[config.mk]
export PLATFORM = sky130hd
export DESIGN_NAME = axilite_master_bridge
export DESIGN_NICKNAME = d
export VERILOG_FILES = /design/src/rtl/axil_pkg.sv /design/src/rtl/axilite_master_bridge.sv
export SDC_FILE = /design/constraint.sdc
export NUM_CORES = 1
export LEC_CHECK = 0
export CAP_MARGIN = 20
export CELL_PAD_IN_SITES_DETAIL_PLACEMENT = 0
export CELL_PAD_IN_SITES_GLOBAL_PLACEMENT = 1
export CORE_UTILIZATION = 28
export DETAILED_ROUTE_END_ITERATION = 8
export GPL_ROUTABILITY_DRIVEN = 1
export PLACE_DENSITY = 0.88
export SLEW_MARGIN = 20
export SYNTH_ARGS = -nofsm -noshare
export SYNTH_HDL_FRONTEND = slang
export SYNTH_SLANG_ARGS = --single-unit
[constraint.sdc]
create_clock -name clk -period 1.75 [get_ports clk]
set_input_delay 0.2625 -clock clk [delete_from_list [all_inputs] [get_ports clk]]
set_output_delay 0.2625 -clock clk [all_outputs]
set_load 0.03 [all_outputs]
[src/rtl/axil_pkg.sv]
// rtl/axil_pkg.sv - AXI-Lite response codes and master state type shared by master and slave
package axil_pkg;

    localparam logic [1:0] RESP_OKAY   = 2'b00;
    localparam logic [1:0] RESP_EXOKAY = 2'b01;
    localparam logic [1:0] RESP_SLVERR = 2'b10;
    localparam logic [1:0] RESP_DECERR = 2'b11;

    typedef enum logic [2:0] {
        ST_IDLE,
        ST_WR_REQ,
        ST_WR_RESP,
        ST_RD_REQ,
        ST_RD_RESP,
        ST_RSP
    } axil_mst_state_t;

endpackage

[src/rtl/axilite_master_bridge.sv]
// rtl/axilite_master_bridge.sv - single-outstanding command/response to AXI-Lite master with response timeout
module axilite_master_bridge
    import axil_pkg::*;
#(
    parameter int ADDR_W  = 32,
    parameter int DATA_W  = 32,
    parameter int TIMEOUT = 256
) (
    input  logic                clk,
    input  logic                rst_n,
    input  logic                i_cmd_valid,
    output logic                o_cmd_ready,
    input  logic                i_cmd_write,
    input  logic [ADDR_W-1:0]   i_cmd_addr,
    input  logic [DATA_W-1:0]   i_cmd_wdata,
    input  logic [DATA_W/8-1:0] i_cmd_wstrb,
    output logic                o_rsp_valid,
    input  logic                i_rsp_ready,
    output logic [DATA_W-1:0]   o_rsp_rdata,
    output logic [1:0]          o_rsp_resp,
    output logic                o_rsp_timeout,
    output logic [ADDR_W-1:0]   o_m_axi_awaddr,
    output logic                o_m_axi_awvalid,
    input  logic                i_m_axi_awready,
    output logic [DATA_W-1:0]   o_m_axi_wdata,
    output logic [DATA_W/8-1:0] o_m_axi_wstrb,
    output logic                o_m_axi_wvalid,
    input  logic                i_m_axi_wready,
    input  logic                i_m_axi_bvalid,
    input  logic [1:0]          i_m_axi_bresp,
    output logic                o_m_axi_bready,
    output logic [ADDR_W-1:0]   o_m_axi_araddr,
    output logic                o_m_axi_arvalid,
    input  logic                i_m_axi_arready,
    input  logic                i_m_axi_rvalid,
    input  logic [DATA_W-1:0]   i_m_axi_rdata,
    input  logic [1:0]          i_m_axi_rresp,
    output logic                o_m_axi_rready
);

    localparam int STRB_W = DATA_W / 8;
    localparam int CNT_W  = (TIMEOUT > 1) ? $clog2(TIMEOUT) : 1;
    localparam logic [CNT_W-1:0] CNT_LAST = CNT_W'((TIMEOUT > 0) ? TIMEOUT - 1 : 0);
    localparam bit TO_EN = (TIMEOUT > 0);

    axil_mst_state_t    r_state;
    logic               r_cmd_ready;
    logic               r_rsp_valid;
    logic [DATA_W-1:0]  r_rsp_rdata;
    logic [1:0]         r_rsp_resp;
    logic               r_rsp_timeout;
    logic [ADDR_W-1:0]  r_addr;
    logic [DATA_W-1:0]  r_wdata;
    logic [STRB_W-1:0]  r_wstrb;
    logic               r_awvalid;
    logic               r_wvalid;
    logic               r_bready;
    logic               r_arvalid;
    logic               r_rready;
    logic               r_aw_done;
    logic               r_w_done;
    logic               r_drain;
    logic [CNT_W-1:0]   r_cnt;

    logic w_aw_hs;
    logic w_w_hs;
    logic w_wr_both;
    logic w_drain_hit;

    assign w_aw_hs     = r_awvalid && i_m_axi_awready;
    assign w_w_hs      = r_wvalid && i_m_axi_wready;
    assign w_wr_both   = (r_aw_done || w_aw_hs) && (r_w_done || w_w_hs);
    // A late response after a timeout is swallowed here; nothing else can own bready/rready while draining.
    assign w_drain_hit = r_drain && ((r_bready && i_m_axi_bvalid) || (r_rready && i_m_axi_rvalid));

    always_ff @(posedge clk or negedge rst_n) begin
        if (!rst_n) begin
            r_state       <= ST_IDLE;
            r_cmd_ready   <= 1'b0;
            r_rsp_valid   <= 1'b0;
            r_rsp_rdata   <= '0;
            r_rsp_resp    <= RESP_OKAY;
            r_rsp_timeout <= 1'b0;
            r_addr        <= '0;
            r_wdata       <= '0;
            r_wstrb       <= '0;
            r_awvalid     <= 1'b0;
            r_wvalid      <= 1'b0;
            r_bready      <= 1'b0;
            r_arvalid     <= 1'b0;
            r_rready      <= 1'b0;
            r_aw_done     <= 1'b0;
            r_w_done      <= 1'b0;
            r_drain       <= 1'b0;
            r_cnt         <= '0;
        end else begin
            if (w_drain_hit) begin
                r_drain  <= 1'b0;
                r_bready <= 1'b0;
                r_rready <= 1'b0;
            end
            case (r_state)
                ST_IDLE: begin
                    if (r_cmd_ready && i_cmd_valid) begin
                        r_cmd_ready <= 1'b0;
                        r_addr      <= i_cmd_addr;
                        r_wdata     <= i_cmd_wdata;
                        r_wstrb     <= i_cmd_wstrb;
                        if (i_cmd_write) begin
                            r_awvalid <= 1'b1;
                            r_wvalid  <= 1'b1;
                            r_aw_done <= 1'b0;
                            r_w_done  <= 1'b0;
                            r_state   <= ST_WR_REQ;
                        end else begin
                            r_arvalid <= 1'b1;
                            r_state   <= ST_RD_REQ;
                        end
                    end else begin
                        r_cmd_ready <= !r_drain || w_drain_hit;
                    end
                end
                ST_WR_REQ: begin
                    if (w_aw_hs) begin
                        r_awvalid <= 1'b0;
                        r_aw_done <= 1'b1;
                    end
                    if (w_w_hs) begin
                        r_wvalid <= 1'b0;
                        r_w_done <= 1'b1;
                    end
                    if (w_wr_both) begin
                        r_bready <= 1'b1;
                        r_cnt    <= '0;
                        r_state  <= ST_WR_RESP;
                    end
                end
                ST_WR_RESP: begin
                    if (i_m_axi_bvalid) begin
                        r_rsp_resp    <= i_m_axi_bresp;
                        r_rsp_rdata   <= '0;
                        r_rsp_timeout <= 1'b0;
                        r_rsp_valid   <= 1'b1;
                        r_bready      <= 1'b0;
                        r_state       <= ST_RSP;
                    end else if (TO_EN && r_cnt == CNT_LAST) begin
                        r_rsp_resp    <= RESP_SLVERR;
                        r_rsp_rdata   <= '0;
                        r_rsp_timeout <= 1'b1;
                        r_rsp_valid   <= 1'b1;
                        r_drain       <= 1'b1;
                        r_state       <= ST_RSP;
                    end else begin
                        r_cnt <= r_cnt + 1'b1;
                    end
                end
                ST_RD_REQ: begin
                    if (i_m_axi_arready) begin
                        r_arvalid <= 1'b0;
                        r_rready  <= 1'b1;
                        r_cnt     <= '0;
                        r_state   <= ST_RD_RESP;
                    end
                end
                ST_RD_RESP: begin
                    if (i_m_axi_rvalid) begin
                        r_rsp_resp    <= i_m_axi_rresp;
                        r_rsp_rdata   <= i_m_axi_rdata;
                        r_rsp_timeout <= 1'b0;
                        r_rsp_valid   <= 1'b1;
                        r_rready      <= 1'b0;
                        r_state       <= ST_RSP;
                    end else if (TO_EN && r_cnt == CNT_LAST) begin
                        r_rsp_resp    <= RESP_SLVERR;
                        r_rsp_rdata   <= '0;
                        r_rsp_timeout <= 1'b1;
                        r_rsp_valid   <= 1'b1;
                        r_drain       <= 1'b1;
                        r_state       <= ST_RSP;
                    end else begin
                        r_cnt <= r_cnt + 1'b1;
                    end
                end
                ST_RSP: begin
                    // Re-arming cmd_ready here lets a zero-wait slave sustain one transaction per 4 cycles.
                    if (i_rsp_ready) begin
                        r_rsp_valid <= 1'b0;
                        r_cmd_ready <= !r_drain || w_drain_hit;
                        r_state     <= ST_IDLE;
                    end
                end
                default: r_state <= ST_IDLE;
            endcase
        end
    end

    assign o_cmd_ready     = r_cmd_ready;
    assign o_rsp_valid     = r_rsp_valid;
    assign o_rsp_rdata     = r_rsp_rdata;
    assign o_rsp_resp      = r_rsp_resp;
    assign o_rsp_timeout   = r_rsp_timeout;
    assign o_m_axi_awaddr  = r_addr;
    assign o_m_axi_awvalid = r_awvalid;
    assign o_m_axi_wdata   = r_wdata;
    assign o_m_axi_wstrb   = r_wstrb;
    assign o_m_axi_wvalid  = r_wvalid;
    assign o_m_axi_bready  = r_bready;
    assign o_m_axi_araddr  = r_addr;
    assign o_m_axi_arvalid = r_arvalid;
    assign o_m_axi_rready  = r_rready;

endmodule

After elaboration in Yosys (flattened, before gate mapping)
Index checks and enable logic that the tools add are counted.

Register bits: 124. Input bits: 114. Output and inout port bits: 142.

Add/subtract/negate cells: 1. Equality and inequality tests: 16. Mux-type cells: 64. Reduce and logical (&&, ||, !) cells: 27.

Operators with widths (count): 32-bit two-way mux (3); 32-bit case mux with 2 select lines (1); 8-bit two-way mux (5); 8-bit case mux with 4 select lines (1); 1-bit two-way mux (30); 3-bit two-way mux (7); 2-bit != test (second input constant) (10); 1-bit case mux with 2 select lines (10); 3-bit case mux with 6 select lines (1); 4-bit AND reduction (4); 8-bit by 1-bit adder with 8-bit output (second input constant) (1); 8-bit equality test (second input constant) (1); 2-bit two-way mux (4); 2-bit nonzero test (4); 1-bit logical AND (7); 3-bit by 2-bit equality test with 1-bit output (second input constant) (2); 3-bit equality test (second input constant) (2); 2-bit AND reduction (3); 5-bit AND reduction (1); 1-bit logical OR (4); 2-bit case mux with 2 select lines (1); 4-bit nonzero test (1); 3-bit by 1-bit equality test with 1-bit output (second input constant) (1); 3-bit zero test (1); 3 further kinds (3).

Longest topological paths before layout
Gate-level depths: netlist of run 1.

Word-level depth: 7. Depth in mapped cells: 6. Depth with buffers taken out: 5.

Worst setup path after synthesis of run 1
OpenSTA, ideal clock, no wires.

Kind: reg2reg. Start: register r_state[0]. End: register r_cnt[7]. Library setup time: 95 ps. Arrival time: 1824 ps. Data required time: 1655 ps. Path slack: -169 ps. Stages on the path, launching flop included: 7. Clock period less this slack: 1919 ps. Cells stage by stage: dfrtp_1 -> buf_6 -> or3b_1 -> buf_2 -> o221a_4 -> or3_1 -> o31ai_1.

Longest elaborated chain between the ends: 3. Elaborated cells between the ends (all ways): 11. Those cells by class: eq/ne (8); mux (1); reduce/logical (2).

RTL lines: start, declared (line axilite_master_bridge.sv:46) `axil_mst_state_t r_state;`; start signal, assigned (line axilite_master_bridge.sv:78) `r_state <= ST_IDLE;`; start signal, assigned (line axilite_master_bridge.sv:114) `r_state <= ST_WR_REQ;`; start signal, assigned (line axilite_master_bridge.sv:117) `r_state <= ST_RD_REQ;`; 3-bit equality test (tied with other cells) (line axilite_master_bridge.sv:102) `case (r_state)`; 4-bit nonzero test (no line) or 2-bit != test (tied branches); 5-bit AND reduction (no line); end signal, assigned (line axilite_master_bridge.sv:154) `r_cnt <= r_cnt + 1'b1;`; end signal, assigned (line axilite_master_bridge.sv:181) `r_cnt <= r_cnt + 1'b1;`; end, declared (line axilite_master_bridge.sv:63) `logic [CNT_W-1:0] r_cnt;`.

Parallel ways exist; a longest one is shown, timed or not. A chain may end at the register's enable or synchronous reset.

Final worst setup path of run 1
Same ends and word-level chain as after synthesis.

==> metrics.csv, run 1 <==
stage,metric,value,unit
synth,synth.distinct_cells,48,
cts,clock_latency,0.41,ns
floorplanning,die-area,19700,um2
cts,htree_levels,4,
synth,yosys-top-cells-count,"dfrtp_1 (124), mux2_2 (68), a22o_1 (34), buf_4 (32), nand2_1 (17)",
routing,vias,4488,
timing,period_share,103,%
outcome,failed_checks,setup timing,
synth,syn_area,5360,um2
timing,max_freq,0.554,GHz
routing,post_drt_wl_per_cell,17.5,um
synth,synth.most_common_cell,dfrtp_1,
worst_setup_path,crit_path_start_kind,flop,
routing,final_antenna_net_count,0,
global_routing,grt_usage,16.1,%
finish,areaGrowthSynthToFinish,80.9,%
synth,ys_seq_area_share,57.9,%
hold_path,hold_class,primary input to asynchronous set/reset pin,
routing,totalWireLength,16.6,mm
cts,clkSinkCount,124,
finish,stdcell_area,9690,um2
synth,synth_warnings,0,
synth,yosys.area.top_type,dfrtp_1,
power_and_ir_drop,power_density,2000,nW/um2
cts,path_clk_slew,0.06,ns
routing,drc,0,
synth,synth_edf_count,0,
timing,rsz0062_at_grt,yes,
finish,final_core_util,51.8,%
cts,clock_path_buffers,2,
power_and_ir_drop,leakagePower,0.00507,uW
flow_run,maxCapViolations,0,
global_routing,antenna_found_initial,0,
synth,synth_simple_gate_area_share,6.49,%
routing,initialDrtViolationCount,195,
synth,ys_seq_elements,124,
timing,holdWs,0.401,ns
synth,synth_top_family_by_area,multiplexers,
timing,slew_headroom,63.8,%
place,dp.cells,898,
outcome,status,finished with violations,
place,io_buffer_count,255,
synth,async_reset_ff_share,100,%
global_routing,grt_pass1_wl,24.6,mm
timing,hold_viol,0,
global_routing,grt-ovfl-total,0,
synth,synth_xor_xnor_area_share,0.163,%
worst_setup_path,worstPathArrival,2.09,ns
synth,netlist.area_leader.share,57.9,%
floorplanning,num_rows,50,
floorplanning,coreArea,18700,um2
synth,synth_nets,531,
synth,synth_mux_area_share,14.8,%
timing,drv_slew,0,
synth,dominantRegCellSynth,dfrtp_1,
place,gp_congestion,0.810,
place,pre_cts_slack,-0.296,ns
synth,synth-compound-area-share,13.4,%
finish,nets,816,
timing,fin_crit,1.81,ns
floorplanning,die_w,140,um
finish,instances_no_fill,948,
timing,skew,0.00755,ns
finish,antenna_cells,0,
floorplanning,start_util,28.7,%
place,placed_area,8330,um2
synth,synthTopCellsByArea,"dfrtp_1 (58%), mux2_2 (14%), a22o_1 (5.6%)",
timing,fin_ws,-0.0566,ns
routing,viasPerCell,4.73,
worst_setup_path,worstSetupPathType,flop to flop,
cts,cts_inserted_buffers,17,
global_routing,grt_max_degree,67,
synth,syn_inst,416,
cts,cts_tree,done,
floorplanning,ios,256,
place,dp_hpwl,10.7,mm
global_routing,grt_pass1_vias,4608,
finish,layout-drive-gt1-share,27.2,%
cts,clockRootBuffer,clkbuf_16,
synth,avgSynthCellArea,12.9,um2
worst_setup_path,required,2.04,ns
timing,final-setup-viol-count,52,
power_and_ir_drop,vdd_ir_drop_max,1.07,mV
floorplanning,fp.dieH,140,um
worst_setup_path,critPathMaxFanout,7,
worst_setup_path,endpoint_kind,flop,
routing,firstDrtPassIters,4,
synth,synthAdderAreaFrac,0.233,%
timing,tightest_slew,0.538,ns
==> sequential cells by signal, summed over array words and instances (netlist names), 2 cells and up <==
| name | cells |
|---|---|
| o_m_axi_araddr | 32 |
| o_rsp_resp | 2 |
| o_rsp_rdata | 32 |
| r_cnt | 8 |
| o_m_axi_wdata | 32 |
| o_m_axi_wstrb | 4 |
| r_state | 3 |
==> area by class of cell <==
cell class / instances / area (um2)
fill: 1562 / 9010
timing repair buffer: 323 / 3480
sequential: 124 / 3110
multi-input combinational: 231 / 2220
clock buffer: 18 / 439
tap: 234 / 293
clock inverter: 14 / 136
inverter: 4 / 15.0
==> critical path: stages (launching register included) <==
cell,delay [ns]
dfrtp_2,0.48
or4b_4,0.57
o221a_4,0.16
o41ai_2,0.37
o31ai_2,0.11
==> cell usage in the layout (no fill, tap or decap), types with 7 or more instances in the layout <==
master / instances
nor2_1: 8
buf_6: 10
buf_12: 8
o21ai_0: 7
buf_4: 42
dfrtp_1: 120
clkbuf_16: 22
dlymetal6s2s_1: 80
a22o_1: 34
nand2_1: 17
clkdlybuf4s50_1: 141
mux2_4: 63
dlygate4sd2_1: 33
a31oi_1: 8
==> kinds of logic (layout without fill, tap and decap cells) <==
logic type,Yosys count,in the layout
muxes,71,71
buffers and inverters,61,359
and+or+nand+nor,65,65
adders and majority gates,1,1
DFF,124,124
AOI/OAI and AO/OA,93,93
xor gates and xnor gates,1,1
==> where the power goes <==
group / internal [uW] / switching (uW)
clock: 2020 / 1410
combinational: 5280 / 5710
sequential: 4170 / 849
==> routing by layer <==
| layer | wire (um) | part of all wire, % | track usage (%) | vias up |
|---|---|---|---|---|
| li1 | - | - | - | 2063 |
| met2 | 8470 | 51 | 27.3 | 160 |
| met3 | 885 | 5.3 | 4.68 | 14 |
| met1 | 7010 | 42 | 19.5 | 2251 |
| met4 | 193 | 1.2 | 5.26 | 0 |
| met5 | 0 | 0 | 0 | - |
==> final timing paths <==
path | startpoint | to | cells after the start | slack (ns)
worst max-delay path | r_state[0] | r_cnt[7] | 4 | -0.06
worst min-delay path | rst_n | o_m_axi_araddr[17] | 3 | 0.40
worst max register to register | r_state[0] | r_cnt[7] | 4 | -0.06
worst min register to register | o_rsp_rdata[10] | o_rsp_rdata[10] | 1 | 0.49
max in group asynchronous | rst_n | o_rsp_rdata[21] | 3 | 1.01
min in group clk | i_m_axi_rdata[26] | o_rsp_rdata[26] | 2 | 0.45
==> per-stage QoR <==
step / TNS (ns) / total power, uW
6_report: -0.989 / 19400
5_1_grt: -8.24 / 20400
4_1_cts: -2.48 / 19000
3_5_place_dp: -18.17 / 15200
3_3_place_gp: -17.22 / 15100
2_1_floorplan: -0.242 / 10800
==> repair_timing <==
action,4_1_cts,5_1_grt
buffers inserted,7,3
setup endpoints to repair,117,175
resized for setup,73,138
cloned,2,6
hold buffers,1,0
hold endpoints to repair,124,0
pin swaps,3,13
(Power assumes the default switching activity.)
==> inputs of run 2 (changes only) <==
Settings changed: REMOVE_ABC_BUFFERS from default to 1.
==> metrics.csv, run 2 (synthesis results as in run 1) <==
stage,metric,value,unit,change
routing,wl_met1,6.87,mm,-2.0%
routing,vias,4523,,+0.78%
worst_setup_path,reg2reg_to,r_cnt[2],,
timing,rsz0062_at_grt,yes,,
routing,post_drt_wl_per_cell,17.9,um,+2.6%
timing,holdWs,0.259,ns,-0.141 ns
finish,antenna_cells,0,,unchanged
floorplanning,num_rows,50,,unchanged
cts,cts_tree,done,,
cts,clock_latency,0.41,ns,about the same
worst_setup_path,worstSetupPathType,flop to flop,,
place,io_buffer_count,255,,unchanged
worst_setup_path,rr_startpoint,r_state[1],,
routing,viasPerCell,4.80,,+1.4%
global_routing,grt-ovfl-total,0,,unchanged
power_and_ir_drop,leakagePower,0.00478,uW,-5.8%
timing,slew_headroom,69.2,%,+5.4 points
hold_path,hold_class,primary input to asynchronous set/reset pin,,
floorplanning,fp.dieH,140,um,unchanged
cts,clockRootBuffer,clkbuf_16,,
place,pre_cts_slack,-0.390,ns,-0.0941 ns
timing,tightest_slew,0.459,ns,-0.0787 ns
power_and_ir_drop,power_density,2000,nW/um2,-0.13%
routing,final_antenna_net_count,0,,unchanged
worst_setup_path,crit_slowest_cell,dfrtp_2,,
worst_setup_path,r2r_slack,-0.1,ns,-0.04 ns
timing,drv_slew,0,,unchanged
finish,final_cell_mix,"clkdlybuf4s50_1 (145), dfrtp_1 (123), dlymetal6s2s_1 (55)",,
routing,drc,0,,unchanged
timing,skew,0.0145,ns,+0.00696 ns
finish,areaGrowthSynthToFinish,78.0,%,
timing,fin_crit,1.85,ns,+0.0392 ns
floorplanning,die_w,140,um,unchanged
floorplanning,ios,256,,unchanged
place,gp_congestion,0.819,,+1.1%
global_routing,antenna_found_initial,0,,unchanged
global_routing,grt_max_degree,64,,-4.5%
worst_setup_path,slowest_delay,0.44,ns,-0.13 ns
worst_setup_path,critPathLaunch,r_state[1],,
worst_setup_path,endpoint,r_cnt[2],,
worst_setup_path,critPathMaxFanout,4,,-3
global_routing,grt_pass1_wl,24.2,mm,-2.0%
worst_setup_path,crit_family,compound AO/OA/AOI/OAI gates,,
cts,cts_inserted_buffers,17,,unchanged
cts,clock_path_buffers,2,,unchanged
finish,nFillCells,1620,,+3.7%
cts,path_clk_slew,0.06,ns,about the same
routing,initialDrtViolationCount,143,,-27%
floorplanning,coreArea,18700,um2,unchanged
timing,period_share,105,%,+2.2 points
worst_setup_path,endpoint_kind,flop,,
outcome,status,finished with violations,,
worst_setup_path,path_buf_inv,1,,+1
worst_setup_path,required,2.03,ns,about the same
finish,nets,810,,-0.74%
place,dp_hpwl,11.0,mm,+2.9%
floorplanning,start_util,28.7,%,unchanged
power_and_ir_drop,vdd_ir_drop_max,1.21,mV,+13%
timing,tns,-0.340,ns,+0.649 ns
global_routing,grt_usage,15.9,%,-0.15 points
routing,dr_wl_met2,8.36,mm,-1.3%
timing,final-setup-viol-count,25,,-52%
routing,dr_wl_met3,1.40,mm,+58%
flow_run,maxCapViolations,0,,unchanged
finish,final_common_cell,clkdlybuf4s50_1,,
routing,totalWireLength,16.9,mm,+2.0%
routing,routed.top_layer,met4,,
timing,max_freq,0.542,GHz,-2.1%
timing,fin_ws,-0.0958,ns,-0.0392 ns
routing,firstDrtPassIters,4,,unchanged
worst_setup_path,worstPathArrival,2.13,ns,+0.04 ns
worst_setup_path,rr_worst_depth,5,,+1
cts,clkSinkCount,124,,unchanged
cts,htree_levels,4,,unchanged
power_and_ir_drop,total_power,19100,uW,-1.7%
finish,layout-drive-gt1-share,26.1,%,-1.0 points
timing,hold_viol,0,,unchanged
worst_setup_path,worst-path-stages,5,,+1
floorplanning,die-area,19700,um2,unchanged
worst_setup_path,critical_path.cell_chain,or3b_4 > o221a_4 > buf_6 > o41ai_4 > nand2_1,,
global_routing,grt_pass1_vias,4404,,-4.4%
outcome,failed_checks,setup timing,,
worst_setup_path,crit_path_start_kind,flop,,
[run 2: power by group]
group          internal (uW)  switching, uW  total, uW
registers               4100            825       4930
logic                   4830           5600      10400
clock network           2310           1430       3740
total                  11200           7850      19100
[run 2: worst min path at each step]
| stage | from | endpoint | slack, ns | cells after the start |
|---|---|---|---|---|
| after floorplan | rst_n | o_cmd_ready | -0.03 | 0 |
| after global placement | rst_n | o_rsp_rdata[28] | 0.14 | 1 |
| after detailed placement | rst_n | o_rsp_rdata[28] | 0.15 | 1 |
| after CTS | rst_n | r_state[0] | 0.25 | 2 |
| after global routing | rst_n | o_m_axi_rready | 0.27 | 2 |
| final | rst_n | o_m_axi_rready | 0.26 | 2 |
[run 2: layout make-up]
| cell class | count | area [um2] | share of cell area, % |
|---|---|---|---|
| Timing Repair Buffer | 317 | 3300 | 34.5 |
| Inverter | 4 | 15.0 | 0.157 |
| Clock buffer | 18 | 439 | 4.60 |
| Clock inverter | 14 | 185 | 1.94 |
| Tap cell | 234 | 293 | 3.07 |
| Multi-Input combinational cell | 231 | 2210 | 23.1 |
| Sequential cell | 124 | 3100 | 32.5 |
[run 2: per-layer routing]
| metal | vias to the layer above | global-route usage (%) |
|---|---|---|
| met5 | - | 0 |
| met4 | 0 | 5.03 |
| met3 | 22 | 5.88 |
| met2 | 224 | 26.0 |
| met1 | 2221 | 19.4 |
| li1 | 2056 | - |
[run 2: what timing repair did]
| item | 4_1_cts | 5_1_grt |
|---|---|---|
| cloned | 0 | 7 |
| pin swaps | 3 | 8 |
| hold buffers | 1 | 0 |
| hold endpoints to repair | 13 | 0 |
| resized for setup | 65 | 133 |
| endpoints found under the setup margin | 153 | 147 |
| buffers inserted | 0 | 8 |
[run 2: per-stage QoR]
step / area, um2 / util [%] / std cells
finish: 9540 / 51.0 / 942
global route: 9540 / 51.0 / 942
global placement: 8290 / 44.3 / 894
detailed placement: 8290 / 44.3 / 894
CTS: 8910 / 47.6 / 927
floorplan: 5000 / - / 359
==> inputs of run 3 (changes only) <==
Settings changed: ABC_AREA from default to 1, PLACE_DENSITY 0.88 to 0.9, SKIP_CTS_REPAIR_TIMING from default to 1.
==> metrics.csv, run 3 <==
stage,metric,value,unit,change
cts,cts_tree,done,,
routing,viasPerCell,4.26,,-11%
routing,firstDrtPassIters,4,,unchanged
power_and_ir_drop,power_density,1970,nW/um2,-1.7%
worst_setup_path,crit_path_start_kind,flop,,
routing,dr_wl_met2,8.07,mm,-3.5%
floorplanning,ios,256,,unchanged
floorplanning,num_rows,50,,unchanged
routing,totalWireLength,16.0,mm,-5.0%
hold_path,hold_class,primary input to asynchronous set/reset pin,,
routing,drc,0,,unchanged
floorplanning,die_w,142,um,+1.4%
finish,final_cell_mix,"nand2_1 (141), clkdlybuf4s50_1 (141), dfrtp_1 (124)",,
worst_setup_path,required,1.49,ns,-0.54 ns
worst_setup_path,critical_path.cell_chain,clkdlybuf4s50_1,,
power_and_ir_drop,switching_share,42.3,%,+1.2 points
synth,synthTopCellsByArea,"dfrtp_1 (56%), mux2_2 (9.8%), nand2_1 (9.6%)",,
routing,vias,4473,,-1.1%
global_routing,grt-ovfl-total,0,,unchanged
power_and_ir_drop,p_int,10400,uW,-7.4%
timing,final-setup-viol-count,0,,-100%
global_routing,antenna_found_initial,0,,unchanged
timing,hold_viol,0,,unchanged
synth,netlist.area_leader.share,56.3,%,-1.6 points
cts,clock_path_buffers,2,,unchanged
floorplanning,start_util,29.0,%,+0.32 points
timing,skew,0.00716,ns,-0.00735 ns
routing,initialDrtViolationCount,136,,-4.9%
cts,htree_levels,4,,unchanged
routing,final_antenna_net_count,0,,unchanged
finish,layout-drive-gt1-share,17.0,%,-9.2 points
floorplanning,die-area,20200,um2,+2.8%
timing,tightest_slew,0.398,ns,-0.0609 ns
synth,ys_seq_elements,124,,unchanged
global_routing,grt_pass1_vias,4387,,-0.39%
synth,synth.most_common_cell,nand2_1,,
worst_setup_path,slowest_delay,0.70,ns,+0.26 ns
synth,async_reset_ff_share,100,%,unchanged
finish,areaGrowthSynthToFinish,66.5,%,
synth,yosys-top-cells-count,"nand2_1 (141), dfrtp_1 (124), nand3_1 (60), mux2_2 (48), buf_4 (32)",,
flow_run,maxCapViolations,0,,unchanged
cts,clockRootBuffer,clkbuf_16,,
timing,fin_crit,1.71,ns,-0.132 ns
synth,syn_inst,527,,+27%
power_and_ir_drop,p_comb_share,53.9,%,-0.7 points
synth,ys_seq_area_share,56.3,%,-1.6 points
synth,avgSynthCellArea,10.5,um2,-19%
cts,cts_inserted_buffers,17,,unchanged
routing,post_drt_wl_per_cell,15.3,um,-15%
cts,clkSinkCount,124,,unchanged
place,dp_hpwl,11.6,mm,+5.3%
timing,slew_headroom,73.4,%,+4.2 points
power_and_ir_drop,p_switching,7640,uW,-2.7%
worst_setup_path,worstSetupPathType,flop to primary output,,
place,gp_congestion,0.823,,+0.46%
worst_setup_path,critPathMaxFanout,2,,-2
global_routing,grt_pass1_wl,23.6,mm,-2.1%
worst_setup_path,endpoint_kind,primary output,,
synth,synth.distinct_cells,25,,-48%
routing,routed.top_layer,met4,,
power_and_ir_drop,p_clk_share,18.6,%,-1.0 points
floorplanning,fp.dieH,142,um,+1.4%
worst_setup_path,crit_slowest_cell,clkdlybuf4s50_1,,
finish,nets,892,,+10%
cts,clock_latency,0.41,ns,about the same
cts,path_clk_slew,0.06,ns,about the same
power_and_ir_drop,pwr-share-seq,27.5,%,+1.7 points
power_and_ir_drop,vdd_ir_drop_max,1.09,mV,-11%
synth,dominantRegCellSynth,dfrtp_1,,
synth,syn_area,5510,um2,+2.8%
global_routing,grt_max_degree,49,,-23%
timing,drv_slew,0,,unchanged
timing,max_freq,0.584,GHz,+7.7%
floorplanning,coreArea,19000,um2,+1.7%
place,io_buffer_count,255,,unchanged
outcome,status,"finished, final reports clean",,
routing,dr_wl_met3,1.35,mm,-3.3%
worst_setup_path,path_buf_inv,1,,unchanged
place,placed_area,8310,um2,+0.27%
finish,stdcell_area,9180,um2,-3.8%
timing,tns,0,ns,+0.340 ns
synth,synth_edf_count,0,,unchanged
global_routing,grt_usage,15.5,%,-0.40 points
timing,period_share,97.9,%,-7.6 points
synth,yosys.area.top_type,dfrtp_1,,
worst_setup_path,crit_family,buffers and inverters,,
power_and_ir_drop,leakagePower,0.00537,uW,+12%
synth,synth_warnings,0,,unchanged
routing,wl_met1,6.30,mm,-8.4%
finish,antenna_cells,0,,unchanged
worst_setup_path,worstPathArrival,1.45,ns,-0.68 ns
run 3: cell types whose count changed in the layout (fill, tap and decap cells not counted), sizes merged, moves of 6 or more:
cell	delta
a21o	-6
a22o	-34
a31oi	-8
buf	-32
dlygate4sd2	-54
dlymetal6s2s	+58
inv	+23
nand2	+126
nand2b	-6
nand3	+54
nor2	+16
run 3: cell type report:
| cell class | instances | area (um2) |
|---|---|---|
| fillers | 1759 | 9840 |
| clock buffers | 19 | 453 |
| well taps | 260 | 325 |
| inverters | 31 | 119 |
| repair buffers | 281 | 3110 |
| multi-input cells | 322 | 1950 |
| clock inverters | 13 | 118 |
| flip-flops and latches | 124 | 3100 |
run 3: routing by layer:
metal / up-vias / GRT usage, %
li1: 2190 / -
met1: 2101 / 18.1
met2: 166 / 25.6
met3: 16 / 6.33
met4: 0 / 5.49
met5: - / 0
run 3: per-stage QoR:
step / utilization [%] / hold slack, ns / instances / total power, uW / worst slack (ns)
after floorplan: - / -0.0331 / 477 / 10400 / -0.444
after global placement: 43.7 / 0.0984 / 1017 / 14900 / 0.0158
after detailed placement: 43.7 / 0.0988 / 1017 / 15000 / 0.00980
after CTS: 46.7 / -0.346 / 1049 / 18500 / -0.0781
after global routing: 48.3 / 0.210 / 1050 / 19000 / -0.00991
final: 48.3 / 0.214 / 1050 / 18100 / 0.0367
run 3: logic make-up (layout without fill, tap and decap cells):
family | count (synthesis) | in the layout | synth area share, %
and+or+nand+nor | 228 | 228 | 17.2
DFF | 124 | 124 | 56.3
buffers and inverters | 81 | 344 | 8.33
muxes | 68 | 68 | 15.3
AOI/OAI and AO/OA | 22 | 22 | 2.18
xor gates and xnor gates | 3 | 3 | 0.477
adders and majority gates | 1 | 1 | 0.227
run 3: worst paths after layout:
| kind | start | to | cells past startpoint | slack (ns) |
|---|---|---|---|---|
| worst max-delay path | o_rsp_rdata[18] | o_rsp_rdata[18] | 1 | 0.04 |
| worst max register to register | r_state[0] | r_cnt[5] | 9 | 0.17 |
| max in group asynchronous | rst_n | o_m_axi_wdata[27] | 3 | 0.93 |
| min in group clk | i_m_axi_rdata[11] | o_rsp_rdata[11] | 3 | 0.39 |
| worst min register to register | o_rsp_rdata[17] | o_rsp_rdata[17] | 2 | 0.49 |
| worst min-delay path | rst_n | o_m_axi_araddr[6] | 2 | 0.21 |
run 3: power groups by stage:
| stage | clock [uW] | combinational (uW) | sequential, uW |
|---|---|---|---|
| 2_1_floorplan | 0 | 2280 | 8160 |
| 3_3_place_gp | 0 | 9860 | 5000 |
| 3_5_place_dp | 0 | 9970 | 5050 |
| 4_1_cts | 3450 | 9990 | 5020 |
| 5_1_grt | 3570 | 10300 | 5130 |
| 6_report | 3360 | 9730 | 4970 |
